`config.mk`:
```
export PLATFORM = sky130hd
export DESIGN_NAME = muntjac_hpm_counters
export DESIGN_NICKNAME = d
export VERILOG_FILES = /design/src/rtl/muntjac_pkg.sv /design/src/rtl/muntjac_hpm_counter.sv /design/src/rtl/muntjac_hpm_counters.sv
export SDC_FILE = /design/constraint.sdc
export NUM_CORES = 1
export LEC_CHECK = 0
export ABC_AREA = 0
export CORE_MARGIN = 1.5
export CORE_UTILIZATION = 40
export DETAILED_ROUTE_END_ITERATION = 10
export PLACE_DENSITY = 0.63
export SETUP_SLACK_MARGIN = 0.5
export SLEW_MARGIN = 25
export SYNTH_ARGS = -nofsm -noshare
export SYNTH_HDL_FRONTEND = slang
export SYNTH_HIERARCHICAL = 1
export SYNTH_SLANG_ARGS = --single-unit
```
`constraint.sdc`:
```
create_clock -name clk_i -period 4.96 [get_ports clk_i]
set_input_delay 0.992 -clock clk_i [delete_from_list [all_inputs] [get_ports clk_i]]
set_output_delay 0.992 -clock clk_i [all_outputs]
set_load 0.01 [all_outputs]
```
`src/rtl/muntjac_pkg.sv`:
```
// Shared CSR encodings and privilege levels for the Muntjac core.
// Also holds the CSR read-modify-write helper used by the counter block.
package muntjac_pkg;

  typedef enum logic [1:0] {
    CSR_OP_READ  = 2'b00,
    CSR_OP_WRITE = 2'b01,
    CSR_OP_SET   = 2'b10,
    CSR_OP_CLEAR = 2'b11
  } csr_op_e;

  typedef enum logic [1:0] {
    PRIV_LVL_U = 2'b00,
    PRIV_LVL_S = 2'b01,
    PRIV_LVL_H = 2'b10,
    PRIV_LVL_M = 2'b11
  } priv_lvl_e;

  typedef enum logic [11:0] {
    CSR_MCOUNTINHIBIT = 12'h320,
    CSR_MHPMEVENT3    = 12'h323,
    CSR_MCYCLE        = 12'hB00,
    CSR_MINSTRET      = 12'hB02,
    CSR_MHPMCOUNTER3  = 12'hB03,
    CSR_CYCLE         = 12'hC00,
    CSR_INSTRET       = 12'hC02,
    CSR_HPMCOUNTER3   = 12'hC03
  } csr_num_e;

  localparam int unsigned CSR_HPM_MAX_COUNTERS   = 29;
  localparam int unsigned CSR_MCOUNTINHIBIT_CY   = 0;
  localparam int unsigned CSR_MCOUNTINHIBIT_IR   = 2;
  localparam int unsigned CSR_MCOUNTINHIBIT_HPM3 = 3;

  function automatic logic [63:0] csr_apply(csr_op_e op, logic [63:0] old, logic [63:0] wdata);
    logic [63:0] res;
    res = old;
    case (op)
      CSR_OP_WRITE: res = wdata;
      CSR_OP_SET:   res = old | wdata;
      CSR_OP_CLEAR: res = old & ~wdata;
      default:      res = old;
    endcase
    return res;
  endfunction

endpackage

```
`src/rtl/muntjac_hpm_counter.sv`:
```
// One wrapping event counter; a write beats a same-cycle increment and never flags overflow.
// New value and the one-cycle overflow pulse appear the cycle after inc/we.
module muntjac_hpm_counter #(
  parameter int unsigned Width = 64
) (
  input  logic             clk,
  input  logic             rst,
  input  logic             inc,
  input  logic             inhibit,
  input  logic             we,
  input  logic [Width-1:0] wdata,
  output logic [Width-1:0] value,
  output logic             overflow
);

  always_ff @(posedge clk) begin
    if (rst) begin
      value    <= '0;
      overflow <= 1'b0;
    end else if (we) begin
      value    <= wdata;
      overflow <= 1'b0;
    end else if (inc && !inhibit) begin
      value    <= value + Width'(1);
      overflow <= &value;
    end else begin
      overflow <= 1'b0;
    end
  end

endmodule

```
`src/rtl/muntjac_hpm_counters.sv`:
```
// Machine/user counter CSRs: mcycle, minstret, mhpmcounterN, mhpmeventN and mcountinhibit.
// Reads are combinational with pre-update data; writes and increments land on the next edge.
module muntjac_hpm_counters
  import muntjac_pkg::*;
#(
  parameter int unsigned NumCounters  = 4,
  parameter int unsigned CounterWidth = 40,
  parameter int unsigned NumEvents    = 16
) (
  input  logic        clk_i,
  input  logic        rst_i,
  input  logic        csr_valid_i,
  input  logic [1:0]  csr_op_i,
  input  logic [11:0] csr_addr_i,
  input  logic [63:0] csr_wdata_i,
  input  logic [1:0]  priv_lvl_i,
  input  logic [31:0] mcounteren_i,
  input  logic [31:0] scounteren_i,
  input  logic [NumEvents-1:0] events_i,
  input  logic        instret_i,
  output logic        csr_hit_o,
  output logic        csr_illegal_o,
  output logic [63:0] csr_rdata_o,
  output logic [31:0] overflow_o
);

  localparam int unsigned NC = (NumCounters > 0) ? NumCounters : 1;
  localparam logic [11:0] AddrMCnt = CSR_MCYCLE;
  localparam logic [11:0] AddrUCnt = CSR_CYCLE;
  localparam logic [11:0] AddrMCfg = CSR_MCOUNTINHIBIT;
  localparam logic [31:0] InhibitMask =
      32'h5 | (((32'd1 << NumCounters) - 32'd1) << CSR_MCOUNTINHIBIT_HPM3);

  csr_op_e   op;
  priv_lvl_e priv;
  logic [4:0]  idx;
  logic        space_b, space_c, space_e, illegal, wr_en;
  logic [63:0] old_val, new_val;
  logic [7:0]  evt_wdata;
  logic [31:0] inhibit;
  logic [7:0]  evt_sel [NC];
  logic [CounterWidth-1:0] hpm_val [NC];
  logic [NC-1:0] hpm_inc, hpm_ovf;
  logic [63:0] mcycle, minstret;
  logic        cy_ovf, ir_ovf;

  assign op   = csr_op_e'(csr_op_i);
  assign priv = priv_lvl_e'(priv_lvl_i);
  assign idx  = csr_addr_i[4:0];

  // Index 1 in the counter spaces is TIME, which lives elsewhere.
  assign space_b   = (csr_addr_i[11:5] == AddrMCnt[11:5]) && (idx != 5'd1);
  assign space_c   = (csr_addr_i[11:5] == AddrUCnt[11:5]) && (idx != 5'd1);
  assign space_e   = (csr_addr_i[11:5] == AddrMCfg[11:5]) && (idx == 5'd0 || idx >= 5'd3);
  assign csr_hit_o = space_b | space_c | space_e;

  always_comb begin
    illegal = 1'b0;
    if ((space_b || space_e) && priv != PRIV_LVL_M) illegal = 1'b1;
    if (space_c) begin
      if (op != CSR_OP_READ) illegal = 1'b1;
      if (priv == PRIV_LVL_S && !mcounteren_i[idx]) illegal = 1'b1;
      if (priv == PRIV_LVL_U && !(mcounteren_i[idx] & scounteren_i[idx])) illegal = 1'b1;
    end
  end

  assign csr_illegal_o = csr_valid_i & csr_hit_o & illegal;
  assign wr_en = csr_valid_i & csr_hit_o & ~illegal & (op != CSR_OP_READ) & ~rst_i;

  always_comb begin
    old_val = '0;
    if (space_b || space_c) begin
      if (idx == 5'd0) old_val = mcycle;
      if (idx == 5'd2) old_val = minstret;
      for (int k = 0; k < NumCounters; k++)
        if (idx == 5'(k + 3)) old_val = 64'(hpm_val[k]);
    end else if (space_e) begin
      if (idx == 5'd0) old_val = 64'(inhibit);
      for (int k = 0; k < NumCounters; k++)
        if (idx == 5'(k + 3)) old_val = 64'(evt_sel[k]);
    end
  end

  assign new_val     = csr_apply(op, old_val, csr_wdata_i);
  assign evt_wdata   = (new_val > 64'(NumEvents)) ? 8'd0 : new_val[7:0];
  assign csr_rdata_o = (csr_valid_i && csr_hit_o && !illegal && !rst_i) ? old_val : '0;

  always_ff @(posedge clk_i) begin
    if (rst_i) begin
      inhibit <= '0;
      for (int k = 0; k < NC; k++) evt_sel[k] <= '0;
    end else if (wr_en && space_e) begin
      if (idx == 5'd0) inhibit <= new_val[31:0] & InhibitMask;
      for (int k = 0; k < NumCounters; k++)
        if (idx == 5'(k + 3)) evt_sel[k] <= evt_wdata;
    end
  end

  always_comb begin
    hpm_inc = '0;
    for (int k = 0; k < NumCounters; k++)
      for (int e = 1; e <= NumEvents; e++)
        if (evt_sel[k] == 8'(e) && events_i[e-1]) hpm_inc[k] = 1'b1;
  end

  muntjac_hpm_counter #(.Width(64)) u_mcycle (
    .clk(clk_i), .rst(rst_i), .inc(1'b1), .inhibit(inhibit[CSR_MCOUNTINHIBIT_CY]),
    .we(wr_en && space_b && idx == 5'd0), .wdata(new_val), .value(mcycle), .overflow(cy_ovf)
  );

  muntjac_hpm_counter #(.Width(64)) u_minstret (
    .clk(clk_i), .rst(rst_i), .inc(instret_i), .inhibit(inhibit[CSR_MCOUNTINHIBIT_IR]),
    .we(wr_en && space_b && idx == 5'd2), .wdata(new_val), .value(minstret), .overflow(ir_ovf)
  );

  for (genvar k = 0; k < NC; k++) begin : g_hpm
    if (k < NumCounters) begin : g_on
      muntjac_hpm_counter #(.Width(CounterWidth)) u_cnt (
        .clk(clk_i), .rst(rst_i), .inc(hpm_inc[k]), .inhibit(inhibit[k+3]),
        .we(wr_en && space_b && idx == 5'(k + 3)), .wdata(new_val[CounterWidth-1:0]),
        .value(hpm_val[k]), .overflow(hpm_ovf[k])
      );
    end else begin : g_off
      assign hpm_val[k] = '0;
      assign hpm_ovf[k] = 1'b0;
    end
  end

  always_comb begin
    overflow_o = '0;
    overflow_o[CSR_MCOUNTINHIBIT_CY] = cy_ovf;
    overflow_o[CSR_MCOUNTINHIBIT_IR] = ir_ovf;
    for (int k = 0; k < NumCounters; k++) overflow_o[k+3] = hpm_ovf[k];
  end

endmodule

```
After elaboration in Yosys (flattened, before gate mapping)
Memories as Yosys holds them, arrays and structs flattened.
Index checks and enable logic that the tools add are counted.
{"block": "word_totals", "latch_bits": 0, "romBits": 0, "register_bits": 300, "ram_bits": 32, "n_memories": 1}
{"name": "evt_sel", "depth": 4, "word_bits": 8, "read_ports": 4, "rd_clocked_by_memory_dff": 0, "write_ports": 4, "line_no": "muntjac_hpm_counters.sv:41", "rtl": "logic [7:0] evt_sel [NC];"}
{"block": "classes", "div_mod_pow": 0, "mux": 123, "multipliers": 0, "magnitude_cmp": 3, "addsub": 6, "n_reduce_logical": 119, "shift": 0, "n_bitwise": 22, "eq_ne": 79}
{"operator": "$mux 64", "count": 17}
{"operator": "$mux 40", "count": 8}
{"operator": "$eq 8x4->1 const B", "count": 32}
{"operator": "$pmux 64 s3", "count": 1}
{"operator": "$add 40x1->40 const B", "count": 4}
{"operator": "$reduce_and 40->1", "count": 4}
{"operator": "$add 64x1->64 const B", "count": 2}
{"operator": "$eq 8x3->1 const B", "count": 16}
{"operator": "$reduce_and 64->1", "count": 2}
{"operator": "$mux 1", "count": 89}
{"operator": "$logic_and 1x1->1", "count": 86}
{"operator": "$and 64x64->64", "count": 1}
{"operator": "$eq 8x2->1 const B", "count": 8}
{"operator": "$gt 64x5->1 const B", "count": 1}
{"operator": "$not 64->64", "count": 1}
{"operator": "$or 64x64->64", "count": 1}
{"operator": "$mux 8", "count": 5}
{"operator": "$eq 8x1->1 const B", "count": 4}
{"operator": "$eq 8x5->1 const B", "count": 4}
{"operator": "$reduce_or 3->1", "count": 6}
{"operator": "$eq 5x3->1 const B", "count": 3}
{"operator": "$eq 7x7->1 const B", "count": 2}
{"operator": "$reduce_bool 2->1", "count": 6}
{"operator": "$bmux 1 s5", "count": 2}
{"operator": "other kinds (18)", "count": 47}

Logic depth before layout (Yosys ltp)
An unclocked memory read counts as a cell.
{"block": "logic_depth", "depth_word": 22, "ltp_mapped": 15, "mapped_depth_nobuf": 13}

Cells and area by module
Netlist, hierarchy kept.
{"module": "muntjac_hpm_counter (g_hpm[0].g_on.u_cnt ...)", "seq_area_each_um2": 820.8, "instances": 4, "cells_each": 304, "area_per_inst_um2": 2492.4}
{"module": "muntjac_hpm_counters", "seq_area_each_um2": 1081.0, "instances": 1, "cells_each": 1219, "area_per_inst_um2": 8853.5}
{"module": "muntjac_hpm_counter (u_mcycle ...)", "seq_area_each_um2": 1301.2, "instances": 2, "cells_each": 469, "area_per_inst_um2": 3699.8}

Worst setup path after synthesis
No wires, ideal clock.
{"block": "synth_timing", "kind": "input -> output", "start": "input port csr_addr_i[1]", "end": "output port csr_rdata_o[10]", "t_required_ps": 3968, "slack_ps": 615, "path_stages": 14, "arrival_ps": 3353, "path_buffers": 6, "path_cell_list": "buf_6 buf_6 buf_6 buf_2 mux4_2 mux4_2 o211ai_1 o21ai_0 o21ai_0 nand2_1 nand3b_1 buf_2 buf_1 nor2_1"}
{"block": "synth_between", "elab_chain_len": 14, "word_cells_on_any_way": 47, "classes_between": "1 x order compare; 6 x eq/ne; 21 x mux; 3 x bitwise; 16 x reduce/logical"}
{"item": "from (decl)", "line_no": "muntjac_hpm_counters.sv:14", "rtl": "input logic [11:0] csr_addr_i,"}
{"item": "$ge 5x2->1 / $logic_not 5->1 (equally long branches)", "line_no": "muntjac_hpm_counters.sv:54, muntjac_hpm_counters.sv:73"}
{"item": "$logic_or 1x1->1", "line_no": "muntjac_hpm_counters.sv:54", "rtl": "assign space_e = (csr_addr_i[11:5] == AddrMCfg[11:5]) && (idx == 5'd0 || idx >= 5'd3);"}
{"item": "$logic_and 1x1->1", "line_no": "muntjac_hpm_counters.sv:54"}
{"item": "$logic_or 1x1->1", "line_no": "muntjac_hpm_counters.sv:59", "rtl": "if ((space_b || space_e) && priv != PRIV_LVL_M) illegal = 1'b1;"}
{"item": "$logic_and 1x1->1", "line_no": "muntjac_hpm_counters.sv:59"}
{"item": "$mux 1", "line_no": "muntjac_hpm_counters.sv:59"}
{"item": "$mux 1", "line_no": "muntjac_hpm_counters.sv:61", "rtl": "if (op != CSR_OP_READ) illegal = 1'b1;"}
{"item": "$mux 1", "line_no": "muntjac_hpm_counters.sv:62", "rtl": "if (priv == PRIV_LVL_S && !mcounteren_i[idx]) illegal = 1'b1;"}
{"item": "$mux 1", "line_no": "muntjac_hpm_counters.sv:63", "rtl": "if (priv == PRIV_LVL_U && !(mcounteren_i[idx] & scounteren_i[idx])) illegal = 1'b1;"}
{"item": "$mux 1", "line_no": "muntjac_hpm_counters.sv:60", "rtl": "if (space_c) begin"}
{"item": "$logic_not 1->1", "line_no": "muntjac_hpm_counters.sv:86", "rtl": "assign csr_rdata_o = (csr_valid_i && csr_hit_o && !illegal && !rst_i) ? old_val : '0;"}
{"item": "$logic_and 1x1->1 (2 in a row)", "line_no": "muntjac_hpm_counters.sv:86"}
{"item": "$mux 64 *", "line_no": "muntjac_hpm_counters.sv:86"}
{"item": "to (decl)", "line_no": "muntjac_hpm_counters.sv:23", "rtl": "output logic [63:0] csr_rdata_o,"}
Mark *: on every way between the ends. The rest lies on a longest branch, timed or not. The select of a mux whose other input is x is not followed.

Worst setup path in the final report
{"block": "layout_timing", "start": "input port scounteren_i[2]", "end": "output port csr_rdata_o[57]"}
{"block": "layout_between", "elab_chain_len": 11}
{"item": "from (decl)", "line_no": "muntjac_hpm_counters.sv:18", "rtl": "input logic [31:0] scounteren_i,"}
{"item": "$bmux 1 s5", "line_no": "muntjac_hpm_counters.sv:63"}
{"item": "$mux 1 (implied by the code)", "line_no": "muntjac_hpm_counters.sv:63"}
{"item": "$and 1x1->1", "line_no": "muntjac_hpm_counters.sv:63"}
{"item": "$logic_not 1->1", "line_no": "muntjac_hpm_counters.sv:63"}
{"item": "$logic_and 1x1->1", "line_no": "muntjac_hpm_counters.sv:63"}
{"item": "$mux 1", "line_no": "muntjac_hpm_counters.sv:63"}
{"item": "$mux 1", "line_no": "muntjac_hpm_counters.sv:60"}
{"item": "$logic_not 1->1", "line_no": "muntjac_hpm_counters.sv:86"}
{"item": "$logic_and 1x1->1 (2 in a row)", "line_no": "muntjac_hpm_counters.sv:86"}
{"item": "$mux 64", "line_no": "muntjac_hpm_counters.sv:86"}
Every way passes these cells. The select of a mux whose other input is x is not followed.

==> results.json <==
{
  "coreArea_um2": 64580,
  "critPathLaunchType": "input pin",
  "row_count": 93,
  "cts-root-buf": "clkbuf_16",
  "p_comb_share_pct": 16.1,
  "clkPwrFrac_pct": 46.0,
  "grt_util_met3_pct": 12.43,
  "r2r_end": "evt_sel[0][3]$_SDFFCE_PN0P_",
  "slew_viol_final": 0,
  "clock.fmax_mhz": 219.6,
  "start_util_pct": 40.60,
  "async_flop_share_pct": 0,
  "clk_latency_ps": 600,
  "rsz0062_at_grt": "true",
  "sw_frac_of_total_pct": 29.03,
  "reg2reg_setup_slack_ps": 1150,
  "p_leak_nw": 11.98,
  "grtUsageMet1_pct": 55.54,
  "dieHeight_um": 259.0,
  "busiest_layer": "met2",
  "cts_buffers": 43,
  "ys_ff_latch": 332,
  "hold_path.class": "flip-flop to flip-flop",
  "dr_total_vias": 30964,
  "crit_fanout": 7,
  "synth-edff-count": 32,
  "drt-initial-drc-count": 5086,
  "synth_area_leaders": "dfxtp_1 23%, xnor2_1 6.3%, nor2_1 5.7%",
  "tightest_slew_ps": 1060,
  "clkSlewWorstSetupHoldPaths_ps": 60,
  "ys_types": 101,
  "grt_usage_pct": 40.58,
  "outcome": "complete, no violations",
  "clock-sinks": 332,
  "ir_worst_vdd_mv": 0.2390,
  "final.min_clock_period_ps": 4555,
  "synth-main-ff-cell": "dfxtp_1",
  "syn2layout_area_growth_pct": 27.24,
  "synth-simple-area-share_pct": 31.21,
  "min_path_cells": 2,
  "grtUsageMet2_pct": 55.93,
  "grt_max_degree": 95,
  "cap_violations": 0,
  "die_width_um": 259.0,
  "r2r_cells": 11,
  "post_synth_xor_area_fraction_pct": 8.250,
  "synth.avg_cell_area_um2": 7.774,
  "num_io_pins": 262,
  "htreeDepth": 2,
  "grt_pass1_wl_um": 198000,
  "port_buffers": 235,
  "dp_hpwl_um": 105700,
  "setup_viol": 0,
  "internal-power_mw": 5.169,
  "slew_headroom_pct": 28.68,
  "crit_path_cell_trace": "dlygate4sd2_1 > mux4_2 > mux4_2 > o21ai_2 > o21ai_1 > o21ai_1 > nand2_1 > nand3b_1 > buf_6 > buf_12 > buf_12 > buf_16 > buf_8 > nor3_1 > clkbuf_2",
  "path_buf_inv": 7,
  "yosys.area.top_type_share_pct": 22.90,
  "yosysTopAreaCell": "dfxtp_1",
  "wire_per_inst_um": 30.11,
  "hold_ws_ps": 557.9,
  "synth_top_family_by_area": "simple AND/OR/NAND/NOR gates",
  "slowest_delay_ps": 480,
  "finalInstanceArea_um2": 33370,
  "crit_path_end_kind": "output port",
  "netlist_instances": 3373,
  "antenna_found_initial": 6,
  "die_area_um2": 67100,
  "drt-total-wl_um": 141400,
  "clock_skew_ps": 29.22,
  "powerDensity_nw_per_um2": 218.3,
  "grt_pass1_vias": 27463,
  "cts_tree": "done",
  "cts.path.max_buffers": 3,
  "fin_crit_sh_pct": 91.83,
  "synth_mux_area_share_pct": 6.069,
  "r2r_start": "u_minstret/value[18]$_SDFFE_PP0P_",
  "drive_above_1_share_pct": 18.98,
  "synth_compound_area_share_pct": 21.47,
  "hold_buffers": 0,
  "holdPathEnd": "u_mcycle/value[34]$_SDFFE_PP0P_",
  "seq_area_frac_synth_pct": 26.57,
  "path_class": "input pin to output port",
  "total_power_mw": 7.284,
  "viasPerCell": 6.595,
  "fin_nets": 3972,
  "drtPass1Iterations": 7,
  "cp.required_ps": 3970,
  "routabilityCongestion": 1.073,
  "hold_viol": 0,
  "synth_fa_ha_area_share_pct": 0.2863,
  "syn_area_um2": 26220,
  "cp.arrival_ps": 3560,
  "ys_warn_count": 6,
  "power_frac_seq_pct": 38.0,
  "final_util_pct": 51.67,
  "cpLargestDelayFamily": "buffers and inverters",
  "place_area_um2": 31340,
  "ant_nets": 0,
  "hp-start": "u_mcycle/value[34]$_SDFFE_PP0P_",
  "p_switching_mw": 2.115,
  "grt.overflow.total": 0,
  "slowest_stage": "mux4_2",
  "drcViolationCount": 0
}
[per-layer routing]
metal	routed length (um)	vias up
met2	55590	2185
li1	-	13528
met3	20200	399
met1	56320	14844
met4	9198	8
met5	46	-
[kinds of logic after synthesis]
kind of cell,count (synthesis)
buf+inv,343
fa+ha+maj,6
compound gates,802
xor+xnor,247
flops,332
other cells,2
mux,125
simple gates,1516
[cells in the mapped netlist, types with 13 or more instances]
library cell / count
nor2_1: 400
dfxtp_1: 300
nand2_1: 282
xnor2_1: 189
a21oi_1: 162
clkbuf_1: 162
a211oi_1: 155
nand3_1: 136
nor3_1: 119
o21ai_0: 106
nand4_1: 101
and3_1: 78
nor4_1: 72
mux2i_1: 69
a311oi_1: 65
or3_1: 58
xor2_1: 58
a22oi_1: 54
buf_2: 53
and4_1: 46
buf_4: 44
inv_1: 44
and2_1: 33
edfxtp_1: 32
mux2_2: 31
o22ai_1: 27
o31ai_1: 26
or4_1: 26
mux4_2: 24
nor4_2: 19
a22o_1: 17
buf_1: 17
nand2b_1: 17
nor3_2: 15
o211ai_1: 15
a211oi_2: 13
o21ai_1: 13
[through the flow]
stage | setup slack, ps | setup TNS [ps] | instances
after global routing | 273.5 | 0 | 4690
after detailed placement | -138.3 | -3101 | 4567
after CTS | 274.1 | 0 | 4679
final | 405.3 | 0 | 4695
after global placement | -192.7 | -4353 | 4567
after floorplan | 615.3 | 0 | 3412
[registers in the layout (all words and copies together) (netlist names)]
signal	flops
u_minstret/value	64
g_hpm.g_on.u_cnt/value	160
u_minstret/overflow	1
u_mcycle/value	64
inhibit	6
u_mcycle/overflow	1
g_hpm.g_on.u_cnt/overflow	4
evt_sel	32
[final cells by class]
cell class | instances | area, um2
antenna | 5 | 12.51
clock buffer | 65 | 1289
clock inverter | 13 | 171.4
fill | 6380 | 31210
inverter | 55 | 209.0
multi-input combinational | 2737 | 18050
sequential | 332 | 6967
tap | 855 | 1070
timing repair buffer | 633 | 5600
[power by group through the flow]
stage               registers, mW  clock network [mW]  logic, mW
floorplan                    2.80                   0      0.488
global placement             2.82                   0       1.09
detailed placement           2.82                   0       1.09
CTS                          2.77                3.33       1.10
global route                 2.77                3.45       1.18
finish                       2.77                3.35       1.17
[how the worst max path moves through the flow]
stage / to / from / depth (start not counted) / slack (ps)
floorplan: csr_rdata_o[10] / csr_addr_i[1] / 14 / 620
global placement: csr_rdata_o[18] / csr_addr_i[4] / 9 / -190
detailed placement: csr_rdata_o[30] / csr_addr_i[4] / 9 / -140
CTS: csr_rdata_o[30] / csr_addr_i[0] / 13 / 270
global route: csr_rdata_o[57] / csr_addr_i[0] / 15 / 270
finish: csr_rdata_o[57] / scounteren_i[2] / 15 / 410
[worst register-to-register path, stage by stage (launching register included)]
cell	delay [ps]
dfxtp_1	410
or2_1	250
a32o_1	230
a222oi_1	630
o31ai_1	150
a21boi_1	170
or4_1	580
nor4_1	300
buf_4	170
nand4_1	100
buf_4	260
nor3_1	360
[placed cells by master, fill, tap and decap left out, types with 100 or more instances in the layout]
cell	n
a211oi_1	153
a21oi_1	158
buf_4	349
dfxtp_1	300
nand2_1	282
nand3_1	136
nand4_1	101
nor2_1	388
nor3_1	109
o21ai_0	100
xnor2_1	189
[timing repair]
| item | CTS | global route |
|---|---|---|
| setup buffers | 28 | 9 |
| gates resized for setup | 202 | 201 |
| setup endpoints to repair | 66 | 65 |
| gates cloned | 6 | 2 |
| pin swaps | 8 | 6 |
No activity file was read; power rests on OpenSTA's default activity.
